## config.mk

```make
export PLATFORM = sky130hd
export DESIGN_NAME = phase_scheduler
export DESIGN_NICKNAME = d
export VERILOG_FILES = /design/src/rtl/phase_sched_pkg.sv /design/src/rtl/phase_scheduler_rr_pick.sv /design/src/rtl/phase_scheduler.sv
export SDC_FILE = /design/constraint.sdc
export NUM_CORES = 1
export LEC_CHECK = 0
export BUFFER_PORTS_ARGS = -buffer_cell sky130_fd_sc_hd__buf_4
export CAP_MARGIN = 20
export CORE_ASPECT_RATIO = 1.75
export CORE_MARGIN = 2
export CORE_UTILIZATION = 45
export DETAILED_ROUTE_END_ITERATION = 12
export PLACE_DENSITY = 0.65
export SYNTH_ARGS = -nofsm -noshare
export SYNTH_HDL_FRONTEND = slang
export SYNTH_SLANG_ARGS = --single-unit
```

## constraint.sdc

```tcl
create_clock -name clk -period 3.01 [get_ports clk]
set_clock_uncertainty 0.1 [all_clocks]
set_input_delay 0.1505 -clock clk [delete_from_list [all_inputs] [get_ports clk]]
set_output_delay 0.1505 -clock clk [all_outputs]
set_load 0.01 [all_outputs]
```

## src/rtl/phase_sched_pkg.sv

```systemverilog
// Shared types and default timing constants for the signalised-intersection
// green-time scheduler.
package phase_sched_pkg;

  typedef enum logic [1:0] {
    ALL_RED       = 2'd0,
    GREEN         = 2'd1,
    YELLOW        = 2'd2,
    PREEMPT_GREEN = 2'd3
  } phase_state_e;

  localparam int DEF_N_APPR    = 4;
  localparam int DEF_MIN_GREEN = 5;
  localparam int DEF_MAX_GREEN = 20;
  localparam int DEF_YELLOW_T  = 3;
  localparam int DEF_ALLRED_T  = 2;
  localparam int DEF_TIMER_W   = 8;

endpackage

```

## src/rtl/phase_scheduler_rr_pick.sv

```systemverilog
// Round-robin requester search: rotate the demand vector so the slot after
// 'last' sits at bit 0, then priority-encode the lowest set bit.
module rr_pick #(
  parameter int N_APPR = 4,
  parameter int IW     = $clog2(N_APPR)
) (
  input  logic [N_APPR-1:0] req,
  input  logic [IW-1:0]     last,
  output logic              valid,
  output logic [IW-1:0]     next
);

  logic [2*N_APPR-1:0] dbl_s;
  logic [N_APPR-1:0]   rot_s;
  logic [IW:0]         start_s;
  logic [IW:0]         off_s;
  logic [IW:0]         sum_s;

  // search start is last+1 wrapped modulo N_APPR
  always_comb begin
    if (int'(last) >= N_APPR - 1) begin
      start_s = '0;
    end else begin
      start_s = {1'b0, last} + (IW+1)'(1);
    end
  end

  // rotate and priority-encode; descending loop lets the lowest offset win
  always_comb begin
    dbl_s = {req, req};
    rot_s = dbl_s[start_s +: N_APPR];
    valid = 1'b0;
    off_s = '0;
    for (int k = N_APPR - 1; k >= 0; k--) begin
      valid = valid | rot_s[k];
      off_s = rot_s[k] ? (IW+1)'(k) : off_s;
    end
    sum_s = start_s + off_s;
    if (sum_s >= (IW+1)'(N_APPR)) begin
      next = IW'(sum_s - (IW+1)'(N_APPR));
    end else begin
      next = IW'(sum_s);
    end
  end

endmodule

```

## src/rtl/phase_scheduler.sv

```systemverilog
// Green-time arbiter: round-robin service with min/max green, fixed yellow,
// all-red clearance and emergency preemption; all lamp outputs registered.
module phase_scheduler
  import phase_sched_pkg::*;
#(
  parameter int N_APPR    = DEF_N_APPR,
  parameter int MIN_GREEN = DEF_MIN_GREEN,
  parameter int MAX_GREEN = DEF_MAX_GREEN,
  parameter int YELLOW_T  = DEF_YELLOW_T,
  parameter int ALLRED_T  = DEF_ALLRED_T,
  parameter int TIMER_W   = DEF_TIMER_W
) (
  input  logic                      clk,
  input  logic                      rst_n,
  input  logic [N_APPR-1:0]         req,
  input  logic                      emerg_req,
  input  logic [$clog2(N_APPR)-1:0] emerg_id,
  output logic [N_APPR-1:0]         green,
  output logic [N_APPR-1:0]         yellow,
  output logic [N_APPR-1:0]         red,
  output logic [$clog2(N_APPR)-1:0] active_id,
  output logic                      preempt_active,
  output logic                      phase_done
);

  localparam int IW = $clog2(N_APPR);
  localparam logic [TIMER_W-1:0] ALLRED_LIM = TIMER_W'(ALLRED_T - 1);
  localparam logic [TIMER_W-1:0] MIN_LIM    = TIMER_W'(MIN_GREEN - 1);
  localparam logic [TIMER_W-1:0] MAX_LIM    = TIMER_W'(MAX_GREEN - 1);
  localparam logic [TIMER_W-1:0] YEL_LIM    = TIMER_W'(YELLOW_T - 1);
  localparam logic [TIMER_W-1:0] TIMER_SAT  = {TIMER_W{1'b1}};

  function automatic logic [N_APPR-1:0] onehot(input logic [IW-1:0] idx);
    logic [N_APPR-1:0] v;
    v      = '0;
    v[idx] = 1'b1;
    return v;
  endfunction

  phase_state_e        state_r;
  phase_state_e        state_nx_s;
  logic [TIMER_W-1:0]  timer_r;
  logic [IW-1:0]       idx_nx_s;
  logic                pick_valid_s;
  logic [IW-1:0]       pick_idx_s;
  logic                others_s;
  logic [N_APPR-1:0]   green_nx_s;
  logic [N_APPR-1:0]   yellow_nx_s;

  rr_pick #(.N_APPR(N_APPR), .IW(IW)) u_pick (
    .req   (req),
    .last  (active_id),
    .valid (pick_valid_s),
    .next  (pick_idx_s)
  );

  assign others_s = |(req & ~onehot(active_id));

  // next-state decision; active_id doubles as the served-approach register
  always_comb begin
    state_nx_s = state_r;
    idx_nx_s   = active_id;
    case (state_r)
      ALL_RED: begin
        if (timer_r >= ALLRED_LIM) begin
          if (emerg_req) begin
            state_nx_s = PREEMPT_GREEN;
            idx_nx_s   = emerg_id;
          end else if (pick_valid_s) begin
            state_nx_s = GREEN;
            idx_nx_s   = pick_idx_s;
          end else begin
            state_nx_s = ALL_RED;
          end
        end else begin
          state_nx_s = ALL_RED;
        end
      end
      GREEN: begin
        if (emerg_req) begin
          state_nx_s = (emerg_id == active_id) ? PREEMPT_GREEN : YELLOW;
        end else if (others_s && ((timer_r >= MIN_LIM && !req[active_id]) ||
                                  timer_r >= MAX_LIM)) begin
          state_nx_s = YELLOW;
        end else begin
          state_nx_s = GREEN;
        end
      end
      YELLOW: begin
        if (timer_r >= YEL_LIM) begin
          state_nx_s = ALL_RED;
        end else begin
          state_nx_s = YELLOW;
        end
      end
      PREEMPT_GREEN: begin
        if (!emerg_req || emerg_id != active_id) begin
          state_nx_s = YELLOW;
        end else begin
          state_nx_s = PREEMPT_GREEN;
        end
      end
      default: begin
        state_nx_s = ALL_RED;
      end
    endcase
  end

  // lamp plan for the upcoming cycle
  always_comb begin
    green_nx_s  = '0;
    yellow_nx_s = '0;
    case (state_nx_s)
      GREEN, PREEMPT_GREEN: green_nx_s  = onehot(idx_nx_s);
      YELLOW:               yellow_nx_s = onehot(idx_nx_s);
      default: begin
        green_nx_s  = '0;
        yellow_nx_s = '0;
      end
    endcase
  end

  // state, phase timer and registered outputs
  always_ff @(posedge clk or negedge rst_n) begin
    if (!rst_n) begin
      state_r        <= ALL_RED;
      timer_r        <= '0;
      green          <= '0;
      yellow         <= '0;
      red            <= '1;
      active_id      <= IW'(N_APPR - 1);
      preempt_active <= 1'b0;
      phase_done     <= 1'b0;
    end else begin
      state_r <= state_nx_s;
      if (state_nx_s != state_r) begin
        timer_r <= '0;
      end else if (timer_r != TIMER_SAT) begin
        timer_r <= timer_r + TIMER_W'(1);
      end else begin
        timer_r <= timer_r;
      end
      green          <= green_nx_s;
      yellow         <= yellow_nx_s;
      red            <= ~(green_nx_s | yellow_nx_s);
      active_id      <= idx_nx_s;
      preempt_active <= (state_nx_s == PREEMPT_GREEN);
      phase_done     <= (state_r == YELLOW) && (state_nx_s == ALL_RED);
    end
  end

endmodule
```

==> flow_summary.yaml, run 1 <==
setup_path:
  criticalPathCategory: "flip-flop to flip-flop"
  startpoint_type: "flip-flop"
  critPathArrivalTime_ps: 2960
  required_ps: 3030
  worstPathMaxFanout: 7
  rrSetupSlack_ps: 70
  endpoint_kind: "flip-flop"
die:
  die_w_microns: 49.3
  io_pins: 25
  core_area_sq_mm: 0.00340
  initial_utilization_pct: 47.6
  die_h_microns: 83.4
  rows: 28
  die_area_sq_mm: 0.00411
place:
  port_buffers: 24
  hpwl_mm: 2.90
  preCtsSetupSlack_ps: -15.4
  dp.cells: 231
  gp_congestion: 0.892
power:
  power_frac_comb_pct: 58.2
  p_sw_mw: 0.821
  p_int_mw: 1.16
  clkPwrFrac_pct: 13.9
  ir_drop_mv: 0.627
  powerDensity_mw_per_mm2: 1000
  leakage_nw: 0.883
  p_seq_share_pct: 27.9
  switching_share_pct: 41.4
global_routing:
  track_usage_pct: 19.8
  antenna_found_initial: 0
  grt_pass1_vias: 1495
  grt-ovfl-total: 0
  grt_max_degree: 27
  grt_pass1_wl_mm: 6.52
synth:
  synth_nets: 184
  avgSynthCellArea_sq_um: 9.75
  synth-edff-count: 0
  synth_flop_cell: "dfrtp_1"
  yosysTopAreaCellShare_pct: 30.9
  syn_inst: 166
  synth_warnings: 0
  yosysSeqAreaShare_pct: 40.6
  async_reset_ff_share_pct: 100
  ys_types: 55
  synth.largest_area_cell: "dfrtp_1"
  yosys_register_bits: 26
  netlist_area_sq_mm: 0.00162
  netlist_top_cells_area: "dfrtp_1 (31%), dfstp_2 (9.7%), ha_1 (7.0%)"
timing:
  finalCritPeriodShare_pct: 97.8
  setup_violations: 0
  slew_violations: 0
  hold_viol: 0
  slew_headroom_pct: 51.1
  worst_pin_slew_ps: 727
  setup_slack_ps: 67.1
  fin_crit_ps: 2940
  timing.fmax_mhz: 340
  tns_ps: 0
  whs_ps: 216
routing:
  drcViolationCount: 0
  viasPerCell: 5.74
  drt_iter0_markers: 34
  vias: 1360
  first_pass_iters: 4
  routedWlPerCell_microns: 15.9
  drt_wl_total_mm: 3.76
  drtAntennaViolNets: 0
cts:
  clock-root-buffer: "clkbuf_8"
  clock_latency_ps: 260
  cts_made_buffers: 3
  clk_path_buf_depth: 2
  cts.sinks: 26
  cts_tree: "yes"
  htreeDepth: 1
  clk_pin_slew_ps: 80
final_layout:
  diodes: 0
  fill_cells: 302
  final_common_cell: "buf_4"
  post_route_cells_drive_above_1_share_pct: 32.8
  area_growth_pct: 22.5
  instances_no_fill: 237
  layout_common_cells: "buf_4 (29), dfrtp_1 (20), nor3_1 (11), a21oi_1 (11)"
  final_nets: 211
job:
  maxCapViolCount: 0
hold_path:
  hold_class: "input pin to async pin"
outcome:
  status: "complete, no violations"
## state kept, by name, summed over array words and instances, names as in the netlist
name            flops
timer_r             8
yellow              4
green               4
phase_done          1
red                 4
preempt_active      1
active_id           2
state_r             2
## cells in the mapped netlist, types with 2 or more instances
cell type / number
o31a_1: 2
a21oi_1: 11
or3_1: 3
nand4_1: 3
xor2_1: 5
a211oi_1: 2
o21bai_1: 2
nand3_1: 6
nor2_1: 10
inv_1: 11
o21ai_0: 4
o21a_1: 2
and4_1: 2
nand2_1: 5
ha_1: 9
o21ba_2: 2
nor3b_1: 2
and2_1: 2
clkbuf_1: 3
nor3_1: 14
dfstp_2: 6
dfrtp_1: 20
o22ai_1: 2
o31ai_1: 4
nand2b_1: 4
## metrics by stage
stage / util (%) / total power [mW] / area (sq um)
2_1_floorplan: - / 1.26 / 1620
3_3_place_gp: 54.0 / 1.57 / 1840
3_5_place_dp: 54.0 / 1.60 / 1840
4_1_cts: 56.5 / 1.89 / 1920
5_1_grt: 58.4 / 2.14 / 1980
6_report: 58.4 / 1.98 / 1980
## power by group through the flow
stage / clock network, mW / logic [mW] / registers [mW]
finish: 0.276 / 1.16 / 0.553
global route: 0.302 / 1.27 / 0.571
CTS: 0.281 / 1.05 / 0.555
detailed placement: 0 / 1.04 / 0.561
global placement: 0 / 1.01 / 0.557
floorplan: 0 / 0.684 / 0.576
## repair_timing
action                                  in CTS  in global routing
hold buffers                                 1                  0
cloned                                       0                  0
hold endpoints to repair                    26                  0
endpoints found under the setup margin       4                 11
pin swaps                                    0                  3
gates resized for setup                      2                 12
setup buffers                                0                  1
## kinds of logic (layout without fill, tap and decap cells)
logic type | after synthesis | after routing | share of synthesized area (%)
AND/OR/NAND/NOR | 56 | 56 | 19.2
AO/OA/AOI/OAI | 47 | 47 | 22.1
multiplexers | 2 | 2 | 2.01
flip-flops | 26 | 26 | 40.6
adder cells (fa/ha/maj) | 9 | 9 | 6.96
XOR/XNOR | 6 | 6 | 3.25
buffers and inverters | 20 | 46 | 5.87
## routing by layer
layer / wire length [microns] / GRT usage, %
met5: 0 / 0
met1: 1380 / 21.3
met2: 2230 / 37.0
met3: 100 / 2.70
met4: 48 / 8.57
## final timing paths
kind	start	endpoint	depth (start not counted)
hold / removal	rst_n	timer_r[6]	2
min in group clk	emerg_req	green[3]	3
setup / recovery	active_id[0]	yellow[0]	13
setup reg to reg	active_id[0]	yellow[0]	13
hold reg to reg	timer_r[0]	timer_r[0]	2
max in group asynchronous	rst_n	red[1]	2
## worst max-delay path: stages, from the launching register on
cell,delay (ps)
dfstp_2,540
inv_1,90
ha_4,270
nand2_2,90
a22oi_2,70
a2111oi_2,360
nor2_1,80
a21oi_1,160
ha_2,200
o21ai_0,70
o32a_1,200
o31a_4,420
inv_6,90
nor3_1,60
## cell type report
type	count	area [sq um]	area share, %
multi-input combinational	120	920	46.4
sequential	26	658	33.2
timing repair buffer	30	228	11.5
tap	45	56.3	2.84
inverter	12	50.0	2.52
clock buffer	3	41.3	2.08
clock inverter	1	30.0	1.51
Power figures use the tool's default switching activity.
==> run 2: changes to the inputs <==
ABC_AREA = 1   (was default)
==> flow_summary.yaml, run 2 <==
setup_path:
  criticalPathCategory: "flip-flop to flip-flop"
  worstPathMaxFanout: 7
  startpoint_type: "flip-flop"
  reg2reg_depth: 19
  cp_num_buf_inv: 3
  cp_slowest_cell: "dfstp_2"
  cpMostUsedCell: "nand2_1"
  rr_endpoint: "green[3]"
  rrSetupSlack_ps: 350
  max_stage_delay_ps: 540
  critPathArrivalTime_ps: 2780
  required_ps: 3120
  endpoint_kind: "flip-flop"
  reg2reg_from: "active_id[1]"
  cp_cell_sequence: "buf_4 > ha_1 > inv_2 > nand2_2 > nand2_1 > nand3_1 > nand2_2 > a21oi_1 > nor2_1 > ha_1 > xnor2_1 > inv_1 > nand2_1 > nand2_1 > nand2_1 > nand2_2 > nand2_4 > nand2_1 > nor2_1"
  cp_top_family: "simple AND/OR/NAND/NOR gates"
die:
  die_area_sq_mm: 0.00432
  die_h_microns: 85.4
  initial_utilization_pct: 47.0
  io_pins: 25
  die_w_microns: 50.5
  core_area_sq_mm: 0.00363
  rows: 29
final_layout:
  final_nets: 271
  post_route_cells_drive_above_1_share_pct: 24.2
  area_growth_pct: 18.8
  fill_cells: 365
  diodes: 0
  multi_input_area_sq_um: 912
  final_common_cell: "nand2_1"
  layout_common_cells: "nand2_1 (61), inv_1 (28), nor2_1 (26), buf_4 (26), dfrtp_1 (20)"
  regArea_sq_um: 658
  top_register: "timer_r"
  post-route-util_pct: 55.8
  largest_reg_flops: 8
timing:
  setup_violations: 0
  worst_pin_slew_ps: 324
  tns_ps: 0
  hold_viol: 0
  slew_violations: 0
  slew_headroom_pct: 78.4
  rsz0062_at_grt: "false"
  fin_crit_ps: 2660
  finalCritPeriodShare_pct: 88.5
  timing.fmax_mhz: 375
cts:
  clock_latency_ps: 280
  clk_pin_slew_ps: 90
  cts.sinks: 26
  cts_tree: "yes"
  cts_made_buffers: 3
  post_cts_buffers: 0
  clock-root-buffer: "clkbuf_8"
  clk_path_buf_depth: 2
  htreeDepth: 1
power:
  powerDensity_mw_per_mm2: 1110
  p_int_mw: 1.19
  ir_drop_mv: 0.662
  p_sw_mw: 1.06
  switching_share_pct: 47.2
  power_frac_comb_pct: 63.4
  leakage_nw: 1.07
  clkPwrFrac_pct: 12.9
  p_seq_share_pct: 23.7
routing:
  viasPerCell: 4.94
  first_pass_iters: 4
  drt_iter0_markers: 39
  drcViolationCount: 0
  drt_wl_total_mm: 3.66
  vias: 1471
  drtAntennaViolNets: 0
  routedWlPerCell_microns: 12.3
synth:
  yosysSeqAreaShare_pct: 38.6
  synth.largest_area_cell: "dfrtp_1"
  async_reset_ff_share_pct: 100
  avgSynthCellArea_sq_um: 7.65
  synth-edff-count: 0
  synth_nets: 241
  yosysMostFrequentCell: "nand2_1"
  yosysTopAreaCellShare_pct: 29.3
  netlist_top_cells_area: "dfrtp_1 (29%), nand2_1 (13%), dfstp_2 (9.2%)"
  synth_flop_cell: "dfrtp_1"
  netlist_area_sq_mm: 0.00171
  syn_inst: 223
  synth_warnings: 0
  yosys_register_bits: 26
  ys_types: 28
  synth_common_cells: "nand2_1 (61), inv_1 (28), nor2_1 (26), dfrtp_1 (20), nand3_1 (15)"
outcome:
  status: "complete, no violations"
global_routing:
  grt_pass1_wl_mm: 6.18
  grt-ovfl-total: 0
  grt_pass1_vias: 1443
  track_usage_pct: 18.5
  antenna_found_initial: 0
  grt_max_degree: 27
job:
  maxCapViolCount: 0
hold_path:
  hp-start: "emerg_id[0]"
  min_path_cells: 3
  hold_class: "input pin to flip-flop"
  min_to: "active_id[0]"
place:
  hpwl_mm: 2.93
  gp_congestion: 0.775
  port_buffers: 24
-- run 2: logic make-up (layout without fill, tap and decap cells) --
kind of cell	count (synthesis)	count (layout)	share of synthesized area [%]
AO/OA/AOI/OAI	22	22	7.04
XOR/XNOR	6	6	3.08
adder cells (fa/ha/maj)	9	9	6.60
buffers and inverters	33	62	8.07
flip-flops	26	26	38.6
AND/OR/NAND/NOR	127	127	36.6
-- run 2: repair_timing --
item / CTS / global route
setup endpoints to repair: 0 / 1
resized for setup: 0 / 1
hold buffers: 1 / 0
hold endpoints to repair: 26 / 0
-- run 2: layer usage --
| layer | track usage [%] | wire length, microns |
|---|---|---|
| met5 | 0 | 0 |
| met2 | 37.1 | 2120 |
| met4 | 6.88 | 61 |
| met1 | 18.6 | 1390 |
| met3 | 2.11 | 90 |
-- run 2: worst register-to-register path: stages, from the launching register on --
cell and delay, ps:
dfstp_2 540, buf_4 140, ha_1 280, inv_2 50, nand2_2 80, nand2_1 110, nand3_1 110, nand2_2 80
a21oi_1 120, nor2_1 50, ha_1 190, xnor2_1 170, inv_1 60, nand2_1 60, nand2_1 50, nand2_1 60
nand2_2 80, nand2_4 100, nand2_1 80, nor2_1 90
-- run 2: final cells by class --
class	count	share of cell area [%]
clock inverter	1	1.48
inverter	31	5.99
clock buffer	3	2.04
multi-input combinational	164	45.0
timing repair buffer	27	10.1
tap	46	2.84
sequential	26	32.5
-- run 2: stage by stage --
stage | cells | instance area (sq um) | hold WS, ps | power, mW | worst slack, ps
global route | 298 | 2030 | 129 | 2.48 | 61.2
finish | 298 | 2030 | 129 | 2.25 | 346
detailed placement | 293 | 1940 | -26.2 | 1.97 | 329
global placement | 293 | 1940 | -22.7 | 1.97 | 355
CTS | 298 | 2020 | 123 | 2.27 | 300
floorplan | 223 | 1710 | -245 | 1.61 | 371
-- run 2: power by group through the flow --
stage                     Clock (mW)  Sequential, mW  Combinational, mW
after floorplan                    0           0.579               1.03
after global placement             0           0.540               1.43
after detailed placement           0           0.541               1.43
after CTS                      0.299           0.535               1.44
after global routing           0.312           0.545               1.62
final                          0.291           0.533               1.43
-- run 2: worst max-delay path by stage --
| stage | start | to | cells after the start |
|---|---|---|---|
| finish | active_id[1] | green[3] | 19 |
| global route | active_id[1] | green[3] | 19 |
| CTS | active_id[0] | green[3] | 17 |
| detailed placement | active_id[0] | green[3] | 17 |
| global placement | active_id[0] | green[3] | 17 |
| floorplan | active_id[0] | yellow[2] | 19 |
